### config.mk
export PLATFORM = sky130hd
export DESIGN_NAME = buf_alloc_param_flat
export DESIGN_NICKNAME = d
export VERILOG_FILES = /design/src/rtl/buf_alloc_pkg.sv /design/src/rtl/buf_alloc_param_if.sv /design/src/rtl/buf_alloc_first_free.sv /design/src/rtl/buf_alloc_param.sv /design/src/flat_wrapper.sv
export SDC_FILE = /design/constraint.sdc
export NUM_CORES = 1
export LEC_CHECK = 0
export ABC_CLOCK_PERIOD_IN_PS = 5200
export BUFFER_PORTS_ARGS = -buffer_cell sky130_fd_sc_hd__buf_4
export CAP_MARGIN = 30
export CORE_ASPECT_RATIO = 0.8
export CORE_MARGIN = 1.5
export CORE_UTILIZATION = 30
export DETAILED_ROUTE_END_ITERATION = 12
export PLACE_DENSITY_LB_ADDON = 0.05
export SYNTH_ARGS = -nofsm -noshare
export SYNTH_HDL_FRONTEND = slang
export SYNTH_SLANG_ARGS = --single-unit
export TNS_END_PERCENT = 30
### constraint.sdc
create_clock -name clock -period 5.2 [get_ports clock]
set_input_delay 1.04 -clock clock [delete_from_list [all_inputs] [get_ports clock]]
set_output_delay 1.04 -clock clock [all_outputs]
set_load 0.05 [all_outputs]
### src/rtl/buf_alloc_pkg.sv
// Shared definitions for the parametrised buffer allocator.
// Contents:
//   BUF_ALLOC_DEF_DEPTH  default number of buffer slots
//   clog2_min1()         ceil(log2(n)) clamped to at least 1, for widths
//   popcount()           number of set bits in a vector of up to 256 bits
package buf_alloc_pkg;

  localparam int unsigned BUF_ALLOC_DEF_DEPTH = 16;

  function automatic int unsigned clog2_min1(input int unsigned n);
    int unsigned r;
    r = 1;
    while ((r < 32) && ((32'd1 << r) < n)) begin
      r = r + 1;
    end
    return r;
  endfunction

  function automatic int unsigned popcount(input logic [255:0] v);
    int unsigned c;
    c = 0;
    for (int i = 0; i < 256; i++) begin
      c = c + int'(v[i]);
    end
    return c;
  endfunction

endpackage

### src/rtl/buf_alloc_param_if.sv
// Request/response bundle between the request front-end and the allocator.
// Master (front-end) drives:
//   alloc_raw, free_raw, free_addr_raw
// Slave (allocator) drives:
//   nack, alloc_grant, alloc_addr, count, full, empty, busy_vec,
//   err_free_idle, err_free_range
//   almost_full (only when BUF_ALLOC_ALMOST_FULL_EN is defined)
interface buf_alloc_param_if
  import buf_alloc_pkg::*;
#(
  parameter int unsigned DEPTH  = BUF_ALLOC_DEF_DEPTH,
  parameter int unsigned ADDR_W = clog2_min1(DEPTH),
  parameter int unsigned CNT_W  = clog2_min1(DEPTH + 1)
);

  logic              alloc_raw;
  logic              free_raw;
  logic [ADDR_W-1:0] free_addr_raw;
  logic              nack;
  logic              alloc_grant;
  logic [ADDR_W-1:0] alloc_addr;
  logic [CNT_W-1:0]  count;
  logic              full;
  logic              empty;
  logic [DEPTH-1:0]  busy_vec;
  logic              err_free_idle;
  logic              err_free_range;
`ifdef BUF_ALLOC_ALMOST_FULL_EN
  logic              almost_full;
`endif

  modport master (
    output alloc_raw, free_raw, free_addr_raw,
    input  nack, alloc_grant, alloc_addr, count, full, empty, busy_vec,
           err_free_idle, err_free_range
`ifdef BUF_ALLOC_ALMOST_FULL_EN
    , input almost_full
`endif
  );

  modport slave (
    input  alloc_raw, free_raw, free_addr_raw,
    output nack, alloc_grant, alloc_addr, count, full, empty, busy_vec,
           err_free_idle, err_free_range
`ifdef BUF_ALLOC_ALMOST_FULL_EN
    , output almost_full
`endif
  );

endinterface

### src/rtl/buf_alloc_first_free.sv
// Lowest-zero finder over the busy bitmap.
// Ports:
//   busy_vec   input  DEPTH   busy bitmap, bit i is slot i
//   addr       output ADDR_W  lowest index with busy_vec[i] == 0, 0 when none
//   none_free  output 1       every slot is busy
module buf_alloc_first_free
  import buf_alloc_pkg::*;
#(
  parameter int unsigned DEPTH  = BUF_ALLOC_DEF_DEPTH,
  parameter int unsigned ADDR_W = clog2_min1(DEPTH)
) (
  input  logic [DEPTH-1:0]  busy_vec,
  output logic [ADDR_W-1:0] addr,
  output logic              none_free
);

  // Scan from the top down so the last hit (lowest index) wins.
  always_comb begin
    addr = '0;
    for (int i = DEPTH - 1; i >= 0; i--) begin
      if (!busy_vec[i]) begin
        addr = ADDR_W'(i);
      end
    end
  end

  assign none_free = &busy_vec;

endmodule

### src/rtl/buf_alloc_param.sv
// Parametrised buffer slot allocator.
// Registers alloc/free requests, answers an allocation one cycle later with
// either a grant of the lowest free slot or a nack when the pool is full, and
// commits bitmap/count updates on the following edge. Illegal frees leave the
// pool untouched and raise sticky error flags.
// Ports:
//   clock    sole clock, rising edge
//   reset_n  asynchronous active-low reset
//   bus      buf_alloc_param_if.slave (request inputs, status outputs)
// Optional feature macro: BUF_ALLOC_ALMOST_FULL_EN adds the registered
// almost_full output (count_next >= AF_THRESH) and the AF_THRESH parameter.
module buf_alloc_param
  import buf_alloc_pkg::*;
#(
  parameter int unsigned DEPTH  = BUF_ALLOC_DEF_DEPTH,
  parameter int unsigned ADDR_W = clog2_min1(DEPTH),
  parameter int unsigned CNT_W  = clog2_min1(DEPTH + 1)
`ifdef BUF_ALLOC_ALMOST_FULL_EN
  , parameter int unsigned AF_THRESH = DEPTH - 2
`endif
) (
  input logic              clock,
  input logic              reset_n,
  buf_alloc_param_if.slave bus
);

  logic              r_alloc_q;
  logic              r_free_q;
  logic [ADDR_W-1:0] r_free_addr_q;
  logic [DEPTH-1:0]  r_busy_vec;
  logic [CNT_W-1:0]  r_count;
  logic              r_err_free_idle;
  logic              r_err_free_range;

  logic              w_full;
  logic              w_empty;
  logic              w_grant;
  logic              w_nack;
  logic              w_none_free;
  logic [ADDR_W-1:0] w_alloc_addr;
  logic [DEPTH-1:0]  w_free_onehot;
  logic [DEPTH-1:0]  w_alloc_onehot;
  logic [DEPTH-1:0]  w_busy_d;
  logic              w_free_in_range;
  logic              w_free_hit;
  logic              w_free_ok;
  logic              w_free_idle;
  logic [CNT_W-1:0]  w_count_d;

  buf_alloc_first_free #(
    .DEPTH  (DEPTH),
    .ADDR_W (ADDR_W)
  ) u_first_free (
    .busy_vec  (r_busy_vec),
    .addr      (w_alloc_addr),
    .none_free (w_none_free)
  );

  assign w_full  = (r_count == CNT_W'(DEPTH));
  assign w_empty = (r_count == '0);
  assign w_grant = r_alloc_q & ~w_full;
  assign w_nack  = r_alloc_q & w_full;

  // Decode the free address against real slots only, so an out-of-range
  // address can never alias onto a slot.
  assign w_free_in_range = (32'(r_free_addr_q) < DEPTH);

  always_comb begin
    w_free_onehot  = '0;
    w_alloc_onehot = '0;
    for (int i = 0; i < DEPTH; i++) begin
      w_free_onehot[i]  = (r_free_addr_q == ADDR_W'(i));
      w_alloc_onehot[i] = w_grant && (w_alloc_addr == ADDR_W'(i));
    end
  end

  assign w_free_hit  = |(w_free_onehot & r_busy_vec);
  assign w_free_ok   = r_free_q & w_free_in_range & w_free_hit;
  assign w_free_idle = r_free_q & w_free_in_range & ~w_free_hit;

  // Grant address comes from the pre-free bitmap, so the freed slot and the
  // granted slot are always distinct.
  assign w_busy_d  = (r_busy_vec & ~(w_free_ok ? w_free_onehot : '0)) | w_alloc_onehot;
  assign w_count_d = r_count + CNT_W'(w_grant) - CNT_W'(w_free_ok);

  always_ff @(posedge clock or negedge reset_n) begin
    if (!reset_n) begin
      r_alloc_q        <= 1'b0;
      r_free_q         <= 1'b0;
      r_free_addr_q    <= '0;
      r_busy_vec       <= '0;
      r_count          <= '0;
      r_err_free_idle  <= 1'b0;
      r_err_free_range <= 1'b0;
    end else begin
      r_alloc_q     <= bus.alloc_raw;
      r_free_q      <= bus.free_raw;
      r_free_addr_q <= bus.free_addr_raw;
      r_busy_vec    <= w_busy_d;
      r_count       <= w_count_d;
      if (w_free_idle) begin
        r_err_free_idle <= 1'b1;
      end
      if (r_free_q && !w_free_in_range) begin
        r_err_free_range <= 1'b1;
      end
    end
  end

`ifdef BUF_ALLOC_ALMOST_FULL_EN
  logic r_almost_full;

  always_ff @(posedge clock or negedge reset_n) begin
    if (!reset_n) begin
      r_almost_full <= 1'b0;
    end else begin
      r_almost_full <= (32'(w_count_d) >= AF_THRESH);
    end
  end

  assign bus.almost_full = r_almost_full;
`endif

  assign bus.nack           = w_nack;
  assign bus.alloc_grant    = w_grant;
  assign bus.alloc_addr     = w_alloc_addr;
  assign bus.count          = r_count;
  assign bus.full           = w_full;
  assign bus.empty          = w_empty;
  assign bus.busy_vec       = r_busy_vec;
  assign bus.err_free_idle  = r_err_free_idle;
  assign bus.err_free_range = r_err_free_range;

  a_count_popcount: assert property (@(posedge clock) disable iff (!reset_n)
    r_count == CNT_W'(popcount(256'(r_busy_vec))));
  a_full_not_empty: assert property (@(posedge clock) disable iff (!reset_n)
    !(w_full && w_empty));
  a_full_consistent: assert property (@(posedge clock) disable iff (!reset_n)
    w_none_free == w_full);

endmodule

### src/flat_wrapper.sv
// flat-port wrapper written by rule: the top's interface ports become plain ports
module buf_alloc_param_flat import buf_alloc_pkg::*;
#(
  parameter int unsigned DEPTH  = BUF_ALLOC_DEF_DEPTH,
  parameter int unsigned ADDR_W = clog2_min1(DEPTH),
  parameter int unsigned CNT_W  = clog2_min1(DEPTH + 1)

)
  (clock, reset_n, bus_alloc_raw, bus_free_raw, bus_free_addr_raw, bus_nack, bus_alloc_grant, bus_alloc_addr, bus_count, bus_full, bus_empty, bus_busy_vec, bus_err_free_idle, bus_err_free_range);
  buf_alloc_param_if #(.DEPTH(DEPTH), .ADDR_W(ADDR_W), .CNT_W(CNT_W)) bus_i ();
  input logic clock;
  input logic reset_n;
  input wire logic [$bits(bus_i.alloc_raw)-1:0] bus_alloc_raw;
  input wire logic [$bits(bus_i.free_raw)-1:0] bus_free_raw;
  input wire logic [$bits(bus_i.free_addr_raw)-1:0] bus_free_addr_raw;
  output wire logic [$bits(bus_i.nack)-1:0] bus_nack;
  output wire logic [$bits(bus_i.alloc_grant)-1:0] bus_alloc_grant;
  output wire logic [$bits(bus_i.alloc_addr)-1:0] bus_alloc_addr;
  output wire logic [$bits(bus_i.count)-1:0] bus_count;
  output wire logic [$bits(bus_i.full)-1:0] bus_full;
  output wire logic [$bits(bus_i.empty)-1:0] bus_empty;
  output wire logic [$bits(bus_i.busy_vec)-1:0] bus_busy_vec;
  output wire logic [$bits(bus_i.err_free_idle)-1:0] bus_err_free_idle;
  output wire logic [$bits(bus_i.err_free_range)-1:0] bus_err_free_range;
  assign bus_i.alloc_raw = bus_alloc_raw;
  assign bus_i.free_raw = bus_free_raw;
  assign bus_i.free_addr_raw = bus_free_addr_raw;
  assign bus_nack = bus_i.nack;
  assign bus_alloc_grant = bus_i.alloc_grant;
  assign bus_alloc_addr = bus_i.alloc_addr;
  assign bus_count = bus_i.count;
  assign bus_full = bus_i.full;
  assign bus_empty = bus_i.empty;
  assign bus_busy_vec = bus_i.busy_vec;
  assign bus_err_free_idle = bus_i.err_free_idle;
  assign bus_err_free_range = bus_i.err_free_range;
  buf_alloc_param #(.DEPTH(DEPTH), .ADDR_W(ADDR_W), .CNT_W(CNT_W)) u_core (.clock(clock), .reset_n(reset_n), .bus(bus_i));
endmodule
After elaboration in Yosys (flattened, before gate mapping)
Index checks and enable logic that the tools add are counted.
W data, S select, Z words.
{ "word_totals": {"regBits": 28, "in_bits": 8, "elab_cells": 86} }
{ "classes": {"n_addsub": 2, "eq_ne": 31, "n_mux": 17, "bitwise_logic": 10, "n_reduce_logical": 20} }
{ "op_table": {"columns": ["cell", "count"], "rows": [
  ["$eq A4 B4 Y1 const B", 16],
  ["$mux W4", 16],
  ["$and A16 B16 Y16", 2],
  ["$eq A4 B3 Y1 const B", 8],
  ["$eq A4 B2 Y1 const B", 4],
  ["$logic_and A1 B1 Y1", 16],
  ["$mux W16", 1],
  ["$not A16 Y16", 1],
  ["$or A16 B16 Y16", 1],
  ["$reduce_or A16 Y1", 1],
  ["$eq A4 B1 Y1 const B", 2],
  ["$logic_not A4 Y1", 2],
  ["$add A5 B1 Y5", 1],
  ["$eq A5 B5 Y1 const B", 1],
  ["$logic_not A5 Y1", 1],
  ["$sub A5 B1 Y5", 1],
  ["$and A1 B1 Y1", 4],
  ["$not A1 Y1", 2]
]} }

Logic depth before layout (Yosys ltp)
{ "depth": {"ltp_word": 19, "depth_mapped": 17} }

By module
Synthesis repeated with hierarchy kept, for this count alone.
{ "unflattened": {"cells_unflattened": 174, "area_unflattened_um2": 1686.6} }
{ "modules_own_cells": {"columns": ["mod", "instances", "cells_each", "area_per_inst_um2"], "rows": [
  ["buf_alloc_param", 1, 141, 1510.2],
  ["buf_alloc_first_free", 1, 33, 176.4]
]} }

Worst setup path before layout
OpenSTA, ideal clock, no wires.
{ "synth_path": {"path_type": "reg2out", "startpoint": "reg u_core.r_count[3] (netlist: u_core.bus.count[3])", "endpoint": "out bus_alloc_grant", "arrival_time_ns": 3.093, "t_required_ns": 4.160, "slack_ns": 1.067, "stages_incl_launch_ff": 7, "cell_sequence": "dfrtp_1 > inv_1 > ha_1 > nor4bb_1 > nand2b_1 > clkbuf_1 > inv_1"} }
{ "synth_via": {"elab_chain_cells": 3} }
{ "synth_rtl": {"columns": ["element", "line_no", "source"], "rows": [
  ["start: declaration", "buf_alloc_param.sv:31", "logic [CNT_W-1:0] r_count;"],
  ["start signal: assignment", "buf_alloc_param.sv:100", "r_count <= w_count_d;"],
  ["$eq A5 B5 Y1", "buf_alloc_param.sv:59", "assign w_full = (r_count == CNT_W'(DEPTH));"],
  ["named net bus_full", "flat_wrapper.sv:20", "output wire logic [$bits(bus_i.full)-1:0] bus_full;"],
  ["$not A1 Y1", "buf_alloc_param.sv:61", "assign w_grant = r_alloc_q & ~w_full;"],
  ["$and A1 B1 Y1", "buf_alloc_param.sv:61", null],
  ["end: declaration", "flat_wrapper.sv:17", "output wire logic [$bits(bus_i.alloc_grant)-1:0] bus_alloc_grant;"]
]} }
The timed path passes the listed nets, and every way through them passes these cells.

Worst setup path in the final report
{ "layout_path": {"startpoint": "reg u_core.r_busy_vec[7] (netlist: u_core.bus.busy_vec[7])", "endpoint": "out bus_alloc_addr[1]"} }
{ "layout_via": {"elab_chain_cells": 8} }
{ "layout_rtl": {"columns": ["element", "line_no", "source"], "rows": [
  ["start: declaration", "buf_alloc_param.sv:30", "logic [DEPTH-1:0] r_busy_vec;"],
  ["start signal: assignment", "buf_alloc_param.sv:99", "r_busy_vec <= w_busy_d;"],
  ["$mux W4 (8 in series)", "buf_alloc_first_free.sv:21", "if (!busy_vec[i]) begin"],
  ["end: declaration", "flat_wrapper.sv:18", "output wire logic [$bits(bus_i.alloc_addr)-1:0] bus_alloc_addr;"]
]} }
Every way passes these cells.

==> metrics <==
status finished, final reports clean; Synth Net Count 198; antenna violations before repair 0; commonest non-fill, non-tap cell in the layout buf_4; Worst setup SP type flip-flop; synthesized area per cell 9.39 sq um; Die ar. 6190 sq um; H-Tree Depth 1; Vias/cell 5.32; Worst EP required 4.16 ns; TritonCTS buffer count 3; io pins 39; Inst Count DP 288; Yosys reg bits 28; Finished Layout Cells 291; Worst-Skew Late Latency 0.28 ns; Clock Sinks 28; CTS clk-pin slew, worst paths 0.10 ns; dpl hpwl 3660 um; Tot GR Track Use 0.167; CP max FO 6; CP Class flip-flop to output port; total wire length 4860 um; vias in the first global route 1440; largest net degree at the start of global routing 29; Reg area 701 sq um; IO buf count 37; antenna cell count 0; sequential-to-total area share from yosys stat 0.408; NetSw 0.799 mW; Most used DFF post-synth dfrtp_1; cts-stage hold buffer count 0; Net Sw Frac 0.567; CP Data Arrival Time 2.44 ns; # fillers 565; fmax 0.287 GHz; EDFF count, synth 0; period utilization 0.670; clock tree from TritonCTS yes; post-route ant nets 0; Place WS 1.93 ns; total number of yosys warnings 0; Post-CTS Resized 0; total negative slack 0 ns; Setup crit end kind output port; clk root buf clkbuf_8; Pint 0.610 mW; top cell type's share of synthesized area 0.408; global-route wire length before repair 7880 um; dominant cells by area after synthesis dfrtp_1 41%, ha_1 4.4%, nand2_1 4.4%; Placer Congestion 0.874; Mapped Area 1720 sq um; RSZ-0062 raised after global routing no; WHS Path Cells 1; Leak 0.892 nW; area delta synth->final 20.0%; share of layout cells above drive strength 1 0.211; Rows 24; Synth cell types 51; DR vias 1548; power density over the cells 684 nW/um^2; max-slew violations 0; final core occ 0.375; Logic pwr share 0.653; Final Setup Violations 0; Post-CTS Repair Setup Buffers 0; fin crit period 3.48 ns; Worst Tran Pin Value 0.693 ns; max_cap viols 0; Hold Fails Final Rpt 0; commonest cells after routing, fill and taps aside 37 x buf_4, 28 x dfrtp_1, 20 x nand2_1; Nets 230; Slew Limit Headroom 0.532; DRC Markers 0; Setup Skew 0.00973 ns; peak supply drop 0.274 mV; Hold Path Class flip-flop to flip-flop; Multi-input gate area 880 sq um; Longest Clk Path Bufs 2; Register-to-Register Path Depth 12; Syn Inst Count 183; Die X 87.6 um; total iterations of the first detailed-routing run 4; Reg power frac 0.262; Core ar. 5500 sq um; Final WS setup 1.72 ns; die span in y 70.7 um; grt total ovfl 0; largest area contributor in the netlist dfrtp_1; initial core utilization 0.313; Iter 0 DRT Violations 156; Synth async-reset ratio 1.00; Clk pwr share 0.085; WL per Instance 16.7 um
[through the flow]
step / area (sq um) / total power [mW] / hold slack (ns)
CTS: 2060 / 1.41 / 0.502
global route: 2060 / 1.51 / 0.533
finish: 2060 / 1.41 / 0.496
global placement: 2020 / 1.29 / 0.478
detailed placement: 2020 / 1.29 / 0.473
floorplan: 1720 / 1.01 / 0.597
[logic make-up (layout without fill, tap and decap cells)]
family,after synthesis,in the layout,synth area share
buf+inv,27,57,0.0801
simple gates,66,66,0.216
xor+xnor,4,4,0.0204
mux,3,3,0.0182
compound gates,47,47,0.200
flops,28,28,0.408
fa+ha+maj,7,7,0.0554
other cells,1,1,0.00218
[critical path, stage by stage (launching register included)]
cell      delay, ns
dfrtp_1        0.49
nand2_1        0.18
a311oi_1       0.09
o311ai_0       0.67
nand3_1        0.31
inv_1          0.21
buf_4          0.23
[worst paths after layout]
kind | startpoint | end | slack, ns
min | u_core.bus.err_free_idle | u_core.bus.err_free_idle | 0.50
max reg2reg | u_core.r_free_addr_q[1] | u_core.bus.count[4] | 1.89
max in group asynchronous | reset_n | u_core.bus.busy_vec[3] | 4.25
min in group asynchronous | reset_n | u_core.r_alloc_q | 0.67
min reg2reg | u_core.bus.err_free_idle | u_core.bus.err_free_idle | 0.50
max | u_core.bus.busy_vec[7] | bus_alloc_addr[1] | 1.72
[cell usage after synthesis, drive strengths merged, types with 2 or more instances]
library cell	number
nand3	3
a311oi	3
nor2	8
nor4	4
clkbuf	2
xor2	2
o21ai	5
buf	8
a21o	2
o32ai	3
a211oi	2
dfrtp	28
nor3	6
nand2	20
o2bb2ai	3
a21oi	8
o41ai	3
o22ai	3
o31ai	8
or3	3
ha	6
mux2i	2
nor4bb	2
nand4	2
nand3b	5
nor2b	3
inv	17
nand2b	4
xnor2	2
[layout make-up]
class | instances | area share
clock buffer | 3 | 0.0200
inverter | 17 | 0.0310
multi-input combinational | 128 | 0.427
sequential | 28 | 0.340
tap | 78 | 0.0474
timing repair buffer | 37 | 0.135
[flip-flops by register name (all words and copies together), names as in the netlist]
signal                    cells
u_core.r_free_addr_q          4
u_core.bus.err_free_idle      1
u_core.r_alloc_q              1
u_core.r_free_q               1
u_core.bus.count              5
u_core.bus.busy_vec          16
[per-layer routing]
metal  vias to the layer above  GRT usage  routed length, um
li1                        734          -                  -
met1                       737      0.264               2380
met2                        75      0.220               1930
met3                         2     0.0502                526
met4                         0     0.0353                 29
met5                         -          0                  0
[power by group through the flow]
stage	registers, mW	clock network (mW)	logic, mW
floorplan	0.540	0	0.471
CTS	0.369	0.125	0.918
global route	0.383	0.133	0.991
detailed placement	0.373	0	0.913
finish	0.369	0.120	0.920
global placement	0.370	0	0.920
Note: power is estimated with default switching activity, not from simulation.
